==> src/rtl/regfile_write_arbiter.sv <==
// Round-robin arbiter sharing the register file write port between the ALU and
// load writeback paths, each buffered by a small FIFO, with a pending-write map.
module regfile_write_arbiter #(
  parameter int unsigned DEPTH  = 2,
  parameter int unsigned ADDR_W = 5,
  parameter int unsigned DATA_W = 32
) (
  input  logic                       clk,
  input  logic                       reset,
  input  logic                       alu_valid,
  output logic                       alu_ready,
  input  logic [ADDR_W-1:0]          alu_addr,
  input  logic [DATA_W-1:0]          alu_data,
  input  logic                       mem_valid,
  output logic                       mem_ready,
  input  logic [ADDR_W-1:0]          mem_addr,
  input  logic [DATA_W-1:0]          mem_data,
  output logic                       rw,
  output logic [ADDR_W-1:0]          d_addr,
  output logic [DATA_W-1:0]          data,
  output logic                       wr_src,
  output logic [(1<<ADDR_W)-1:0]     pending
);

  localparam int unsigned PTR_W = $clog2(DEPTH);
  localparam int unsigned CNT_W = PTR_W + 1;
  localparam int unsigned NREG  = 1 << ADDR_W;
  localparam int unsigned NSRC  = 2;
  localparam logic        SRC_MEM = 1'b1;

  logic [ADDR_W-1:0] addr_q [NSRC][DEPTH];
  logic [ADDR_W-1:0] addr_d [NSRC][DEPTH];
  logic [DATA_W-1:0] data_q [NSRC][DEPTH];
  logic [DATA_W-1:0] data_d [NSRC][DEPTH];
  logic [PTR_W-1:0]  wr_ptr_q [NSRC];
  logic [PTR_W-1:0]  wr_ptr_d [NSRC];
  logic [PTR_W-1:0]  rd_ptr_q [NSRC];
  logic [PTR_W-1:0]  rd_ptr_d [NSRC];
  logic [CNT_W-1:0]  cnt_q [NSRC];
  logic [CNT_W-1:0]  cnt_d [NSRC];
  logic              last_grant_q, last_grant_d;
  logic              rw_q, rw_d;
  logic [ADDR_W-1:0] d_addr_q, d_addr_d;
  logic [DATA_W-1:0] data_out_q, data_out_d;
  logic              wr_src_q, wr_src_d;

  logic [NSRC-1:0]   in_valid;
  logic [ADDR_W-1:0] in_addr [NSRC];
  logic [DATA_W-1:0] in_data [NSRC];
  logic [NSRC-1:0]   full;
  logic [NSRC-1:0]   not_empty;
  logic [NSRC-1:0]   src_ready;
  logic [NSRC-1:0]   push;
  logic [NSRC-1:0]   pop;
  logic              grant_valid;
  logic              grant_src;
  logic [PTR_W-1:0]  pend_offs;
  logic [NREG-1:0]   pending_c;

  // Source-indexed view of the two request ports
  always_comb begin
    in_valid   = {mem_valid, alu_valid};
    in_addr[0] = alu_addr;
    in_addr[1] = mem_addr;
    in_data[0] = alu_data;
    in_data[1] = mem_data;
  end

  // Ready ignores valid and any same-cycle pop, so a full FIFO never bypasses
  always_comb begin
    full      = '0;
    not_empty = '0;
    src_ready = '0;
    push      = '0;
    for (int unsigned s = 0; s < NSRC; s++) begin
      full[s]      = (cnt_q[s] == CNT_W'(DEPTH));
      not_empty[s] = (cnt_q[s] != '0);
      src_ready[s] = !full[s] && !reset;
      push[s]      = in_valid[s] && src_ready[s];
    end
  end

  assign alu_ready = src_ready[0];
  assign mem_ready = src_ready[1];

  // Round-robin: on a tie the source not granted last time wins
  always_comb begin
    grant_valid = |not_empty;
    grant_src   = (not_empty[0] && not_empty[1]) ? ~last_grant_q : not_empty[1];
    pop         = '0;
    pop[0]      = grant_valid && !grant_src;
    pop[1]      = grant_valid && grant_src;
  end

  always_comb begin
    addr_d = addr_q;
    data_d = data_q;
    for (int unsigned s = 0; s < NSRC; s++) begin
      wr_ptr_d[s] = wr_ptr_q[s] + PTR_W'(push[s]);
      rd_ptr_d[s] = rd_ptr_q[s] + PTR_W'(pop[s]);
      cnt_d[s]    = cnt_q[s] + CNT_W'(push[s]) - CNT_W'(pop[s]);
      if (push[s]) begin
        addr_d[s][wr_ptr_q[s]] = in_addr[s];
        data_d[s][wr_ptr_q[s]] = in_data[s];
      end
    end
  end

  // Output stage: address/data/source hold when idle, only rw drops
  always_comb begin
    rw_d         = grant_valid;
    d_addr_d     = d_addr_q;
    data_out_d   = data_out_q;
    wr_src_d     = wr_src_q;
    last_grant_d = last_grant_q;
    if (grant_valid) begin
      d_addr_d     = addr_q[grant_src][rd_ptr_q[grant_src]];
      data_out_d   = data_q[grant_src][rd_ptr_q[grant_src]];
      wr_src_d     = grant_src;
      last_grant_d = grant_src;
    end
  end

  always_ff @(posedge clk) begin
    addr_q <= addr_d;
    data_q <= data_d;
  end

  always_ff @(posedge clk) begin
    if (reset) begin
      for (int unsigned s = 0; s < NSRC; s++) begin
        wr_ptr_q[s] <= '0;
        rd_ptr_q[s] <= '0;
        cnt_q[s]    <= '0;
      end
      last_grant_q <= SRC_MEM;
      rw_q         <= 1'b0;
      d_addr_q     <= '0;
      data_out_q   <= '0;
      wr_src_q     <= 1'b0;
    end else begin
      for (int unsigned s = 0; s < NSRC; s++) begin
        wr_ptr_q[s] <= wr_ptr_d[s];
        rd_ptr_q[s] <= rd_ptr_d[s];
        cnt_q[s]    <= cnt_d[s];
      end
      last_grant_q <= last_grant_d;
      rw_q         <= rw_d;
      d_addr_q     <= d_addr_d;
      data_out_q   <= data_out_d;
      wr_src_q     <= wr_src_d;
    end
  end

  // Pending map: every occupied FIFO slot plus the write currently on the port
  always_comb begin
    pending_c = '0;
    pend_offs = '0;
    for (int unsigned s = 0; s < NSRC; s++) begin
      for (int unsigned i = 0; i < DEPTH; i++) begin
        pend_offs = PTR_W'(PTR_W'(i) - rd_ptr_q[s]);
        if (CNT_W'(pend_offs) < cnt_q[s]) begin
          pending_c[addr_q[s][i]] = 1'b1;
        end
      end
    end
    if (rw_q) begin
      pending_c[d_addr_q] = 1'b1;
    end
  end

  assign rw      = rw_q;
  assign d_addr  = d_addr_q;
  assign data    = data_out_q;
  assign wr_src  = wr_src_q;
  assign pending = pending_c;

endmodule

==> config.mk <==
export PLATFORM = sky130hd
export DESIGN_NAME = regfile_write_arbiter
export DESIGN_NICKNAME = d
export VERILOG_FILES = /design/src/rtl/regfile_write_arbiter.sv
export SDC_FILE = /design/constraint.sdc
export NUM_CORES = 1
export LEC_CHECK = 0
export CORE_MARGIN = 3
export CORE_UTILIZATION = 45
export DETAILED_ROUTE_END_ITERATION = 10
export PLACE_DENSITY = 0.84
export SLEW_MARGIN = 20
export SYNTH_ARGS = -nofsm -noshare
export SYNTH_HDL_FRONTEND = slang
export SYNTH_SLANG_ARGS = --single-unit
==> constraint.sdc <==
create_clock -name clk -period 2.2 [get_ports clk]
set_clock_uncertainty 0.05 [all_clocks]
set_input_delay 0.33 -clock clk [delete_from_list [all_inputs] [get_ports clk]]
set_output_delay 0.33 -clock clk [all_outputs]
set_load 0.01 [all_outputs]
# Word level (Yosys, flattened, before mapping)
# Memory sizes are Yosys's and may differ from the RTL's.
# Cells that the tools add are included.
[word_totals] output_inout_bits=73 inputBits=78 word_cells=135 n_memories=3 mem_bits_rw=8 regBits=188
[classes] addsub=12 n_reduce_logical=21 n_eq_ne=2 mux=49 n_lt_le_gt_ge=20 bitwise=15
[memory_table] name="cnt_q" depth=2 width=2 read_ports=2 rd_ports_with_merged_regs=0 wr=2 line="39" text="logic [CNT_W-1:0] cnt_q [NSRC];"
[memory_table] name="rd_ptr_q" depth=2 width=1 read_ports=3 rd_ports_with_merged_regs=0 wr=2 line="37" text="logic [PTR_W-1:0] rd_ptr_q [NSRC];"
[memory_table] name="wr_ptr_q" depth=2 width=1 read_ports=2 rd_ports_with_merged_regs=0 wr=2 line="35" text="logic [PTR_W-1:0] wr_ptr_q [NSRC];"
[op_table] op="2-to-1 mux 32 bit" count=10
[op_table] op="2-to-1 mux 64 bit" count=3
[op_table] op="bitwise mux 64 bit" count=2
[op_table] op="bitwise OR 32 bit" count=4
[op_table] op="demux 32 bit (select 1 bit)" count=2
[op_table] op="< comparator 5 x 6 -> 1 bit, second input constant" count=5
[op_table] op="2-to-1 mux 10 bit" count=3
[op_table] op="demux 1 bit (select 5 bit)" count=5
[op_table] op="greater-or-equal comparator 5 x 1 -> 1 bit, second input constant" count=5
[op_table] op="2-to-1 mux 5 bit" count=5
[op_table] op="bitwise mux 10 bit" count=2
[op_table] op="logical AND 1 bit" count=14
[op_table] op="2-to-1 mux 1 bit" count=13
[op_table] op="demux 5 bit (select 1 bit)" count=2
[op_table] op="greater-or-equal comparator 2 bit, second input constant" count=4
[op_table] op="< comparator 1 x 2 -> 1 bit" count=4
[op_table] op="NOT 1 -> 2 bit" count=4
[op_table] op="bitwise OR 1 bit" count=6
[op_table] op="adder 1 bit" count=4
[op_table] op="adder 2 x 1 -> 2 bit" count=2
[op_table] op="== test 2 bit, second input constant" count=2
[op_table] op="logical NOT 1 bit" count=4
[op_table] op="< comparator 2 x 1 -> 1 bit, second input constant" count=2
[op_table] op="2-to-1 mux 2 bit" count=2
[op_table] op="other kinds (5)" count=10

# Depth between registers and ports, before layout
[logic_depth] word_depth=13 ltp_mapped=10 ltp_nobuf=9

# Least setup slack after synthesis
# OpenSTA, ideal clock, no wires.
[synth_path] path_kind="reg2reg" startpoint="memory cnt_q[0][1] (netlist name)" endpoint="register addr_q[10] (netlist name), enable pin" required_time_ns=1.752 synth_period_minus_slack_ns=2.290 slack_ns=-0.090 stages_incl_launch_ff=5 path_buffers=1 setup_time_ns=0.398 t_arrival_ns=1.842 cell_sequence="dfxtp_1 > buf_6 > a21oi_1 > and2_1 > ha_1"
[synth_lines] element="start: declaration" line="39"
[synth_lines] element="end signal: assignment" line="125" text="addr_q <= addr_d;"
[synth_lines] element="end: declaration" line="31" text="logic [ADDR_W-1:0] addr_q [NSRC][DEPTH];"

# Worst setup path after layout
[layout_path] startpoint="register addr_q[17] (netlist name)" endpoint="output port pending[24]"
[layout_via] elab_chain_cells=13 word_cells_on_any_way=14 cone_classes="2 x order compare; 7 x mux; 4 x bitwise; 1 x reduce/logical"
[layout_rtl] element="< comparator 5 x 6 -> 1 bit (not written as such) / greater-or-equal comparator 5 x 1 -> 1 bit (equally long branches)" line="163" text="pending_c[addr_q[s][i]] = 1'b1;"
[layout_rtl] element="logical AND 1 bit (not written as such)" line="163"
[layout_rtl] element="2-to-1 mux 1 bit (not written as such)" line="163"
[layout_rtl] element="demux 1 bit (select 5 bit) *" line="163"
[layout_rtl] element="2-to-1 mux 32 bit *" line="162" text="if (CNT_W'(pend_offs) < cnt_q[s]) begin"
[layout_rtl] element="bitwise OR 32 bit (no line)"
[layout_rtl] element="2-to-1 mux 32 bit *" line="162"
[layout_rtl] element="bitwise OR 32 bit (no line)"
[layout_rtl] element="2-to-1 mux 32 bit *" line="162"
[layout_rtl] element="bitwise OR 32 bit (no line)"
[layout_rtl] element="2-to-1 mux 32 bit *" line="162"
[layout_rtl] element="bitwise OR 32 bit (no line)"
[layout_rtl] element="2-to-1 mux 32 bit *" line="167" text="if (rw_q) begin"
[layout_rtl] element="end: declaration" line="22" text="output logic [(1<<ADDR_W)-1:0] pending"
# Mark *: on every way between the ends. The rest lies on a longest branch, timed or not.

==> results.py <==
metrics = {
    "status": {
        "violations": "setup timing",
        "status": "finished with violations",
    },
    "global_route": {
        "grt_overflow": 0,
        "antenna_found_initial": 0,
        "grt_max_degree": 34,
        "track_usage": 0.2420,
        "grt_pass1_vias": 6983,
        "grt_pass1_wl_um": 38080,
    },
    "timing": {
        "tightest_slew_ns": 0.6392,
        "final.setup.tns_ns": -2.860,
        "max_slew_margin": 0.5739,
        "rsz0062_at_grt": "yes",
        "fmax_mhz": 422.2,
        "slew_violations": 0,
        "fin_ws_ns": -0.1687,
        "final-hold-violation-count": 0,
        "post-route-min-period_ns": 2.369,
        "setup_viol": 31,
        "fin_crit_sh": 1.077,
    },
    "route": {
        "antenna_left": 0,
        "vias_per_cell": 5.857,
        "drcViolationCount": 0,
        "detail_route.first_pass.iterations": 5,
        "wl_um": 25700,
        "wl_per_cell_um": 22.23,
        "vias": 6771,
        "drt_iter0_markers": 591,
    },
    "die": {
        "die_w_um": 143.9,
        "ioPinCount": 151,
        "die_height_um": 143.9,
        "start_util": 0.4671,
        "core_mm2": 0.01833,
        "dieArea_mm2": 0.02072,
        "rows": 49,
    },
    "synthesis": {
        "synth_fp_nets": 711,
        "ys.flop_type": "edfxtp_1",
        "synth_cells": 625,
        "async_reset_ff_frac": 0,
        "ys_seq_area_frac": 0.6312,
        "synth-edff-count": 148,
        "syn_avg_cell_area_um2": 13.70,
        "ys_types": 49,
        "ys_seq_elements": 196,
        "synth_area_mm2": 0.008563,
        "yosys_warnings": 0,
    },
    "cts": {
        "cts-root-buf": "clkbuf_16",
        "cts_buffers": 17,
        "cts_hold_buf": 0,
        "cts_buffer_depth": 2,
        "cts.clk_slew.worst_paths_ns": 0.08,
        "clock-sinks": 196,
        "htreeDepth": 4,
        "insertion_delay_ns": 0.44,
        "tritoncts": "done",
    },
    "critical_path": {
        "arrival_ns": 1.99,
        "path_class": "register to output port",
        "endpoint_kind": "output port",
        "critical-path-max-stage-delay_ns": 0.50,
        "cp-start-kind": "register",
        "crit_required_ns": 1.82,
        "critPathSlowestCell": "edfxtp_1",
        "critical_path_peak_fanout": 4,
        "cp_cell_sequence": "buf_6 > nand3b_1 > o221ai_2 > a221o_1 > buf_2",
    },
    "finish": {
        "antenna_cells": 0,
        "area.growth.synth_to_final_pct": 48.54,
        "fin_nets": 1000,
        "drive_gt1_frac": 0.3614,
    },
    "job": {
        "maxCapViolations": 0,
    },
    "placement": {
        "gp_congestion": 0.9368,
        "hpwlAfterDp_um": 17600,
        "io_buffers": 150,
        "preCtsSetupSlack_ns": -0.2212,
    },
    "power": {
        "vdd_drop_max_mv": 0.9704,
        "p_leak_nw": 4.993,
        "power.density_mw_per_mm2": 1026,
        "power_mw": 13.05,
    },
    "min_path": {
        "hp-class": "register to register",
    },
}
worst paths after layout:
kind | startpoint | endpoint | slack (ns) | depth (start not counted)
worst max register to register | cnt_q[0][0] | cnt_q[0][1] | 0.14 | 11
worst min register to register | data[23] | data[23] | 0.40 | 1
worst min-delay path | data[23] | data[23] | 0.40 | 1
worst max-delay path | addr_q[17] | pending[24] | -0.17 | 5
layout by cell type, fill, tap and decap left out, types with 10 or more instances in the layout:
cell type and n:
clkdlybuf4s50_1 116, a22oi_2 10, clkbuf_16 17, nor2_1 13
nand3b_1 11, nand3_2 10, a221o_1 14, mux2i_1 74
buf_6 59, buf_2 26, dfxtp_1 40, edfxtp_1 148
buf_4 105, a21o_1 36, o22ai_1 36
state kept, by name, summed over array words and instances (netlist names):
signal and cells:
wr_ptr_q 2, data 32, rd_ptr_q 2, wr_src 1
data_q 128, cnt_q 4, rw 1, addr_q 20
d_addr 5, last_grant_q 1
layer usage:
metal  up-vias  part of all wire  GRT usage
met5         -                 0          0
met4         0             0.035    0.09960
met3        67             0.079    0.06123
met2       334              0.49     0.4008
met1      3301              0.39     0.3037
li1       3069                 -          -
final cells by class:
type / instances / area (um2)
Tap cell: 229 / 286.5
Sequential cell: 196 / 5420
Fill cell: 1217 / 5612
Inverter: 12 / 45.04
Timing Repair Buffer: 314 / 2897
Clock inverter: 15 / 185.2
Clock buffer: 17 / 425.4
Multi-Input combinational cell: 373 / 3461
cell families (layout without fill, tap and decap cells):
logic type | after synthesis | after routing | share of synthesized area
muxes | 74 | 74 | 0.08650
and+or+nand+nor | 122 | 122 | 0.08737
DFF | 196 | 196 | 0.6312
adders and majority gates | 8 | 8 | 0.01169
AOI/OAI and AO/OA | 163 | 163 | 0.1439
xor gates and xnor gates | 6 | 6 | 0.006138
buffers and inverters | 56 | 358 | 0.03317
synth_stat cells, types with 12 or more instances:
cell type | count | area share
a221o_1 | 14 | 0.016
o22ai_1 | 39 | 0.028
clkbuf_1 | 23 | 0.010
nor2_1 | 17 | 0.0075
mux2i_1 | 74 | 0.086
edfxtp_1 | 148 | 0.52
a21o_1 | 36 | 0.032
a22oi_1 | 17 | 0.015
nand3_1 | 20 | 0.012
dfxtp_1 | 48 | 0.11
o221ai_1 | 14 | 0.014
inv_1 | 12 | 0.0053
stage by stage:
step / instances / hold WS, ns / utilization / cell area (um2)
2_1_floorplan: 625 / 0.3516 / - / 8568
3_3_place_gp: 1067 / 0.3836 / 0.6015 / 11030
3_5_place_dp: 1067 / 0.3883 / 0.6015 / 11030
4_1_cts: 1146 / 0.4060 / 0.6750 / 12370
5_1_grt: 1156 / 0.4115 / 0.6939 / 12720
6_report: 1156 / 0.4042 / 0.6939 / 12720
worst max-delay path, delay by kind of cell, from the launching register on:
family          cells  cell delay (ns)
compound gates      2             0.49
simple gates        1             0.26
buf+inv             2             0.30
flops               1             0.50
where the power goes:
| part | switching (mW) | internal [mW] | total (mW) | leakage, nW |
|---|---|---|---|---|
| Combinational | 2.36 | 2.51 | 4.87 | 2.95 |
| Sequential | 0.447 | 4.61 | 5.06 | 1.76 |
| Clock | 1.48 | 1.64 | 3.12 | 0.290 |
timing repair:
item | in CTS | in global routing
pin swaps | 47 | 37
gates cloned | 0 | 0
setup buffers | 52 | 16
endpoints found under the setup margin | 32 | 33
gates resized for setup | 256 | 58
No activity file was read; power rests on OpenSTA's default activity.
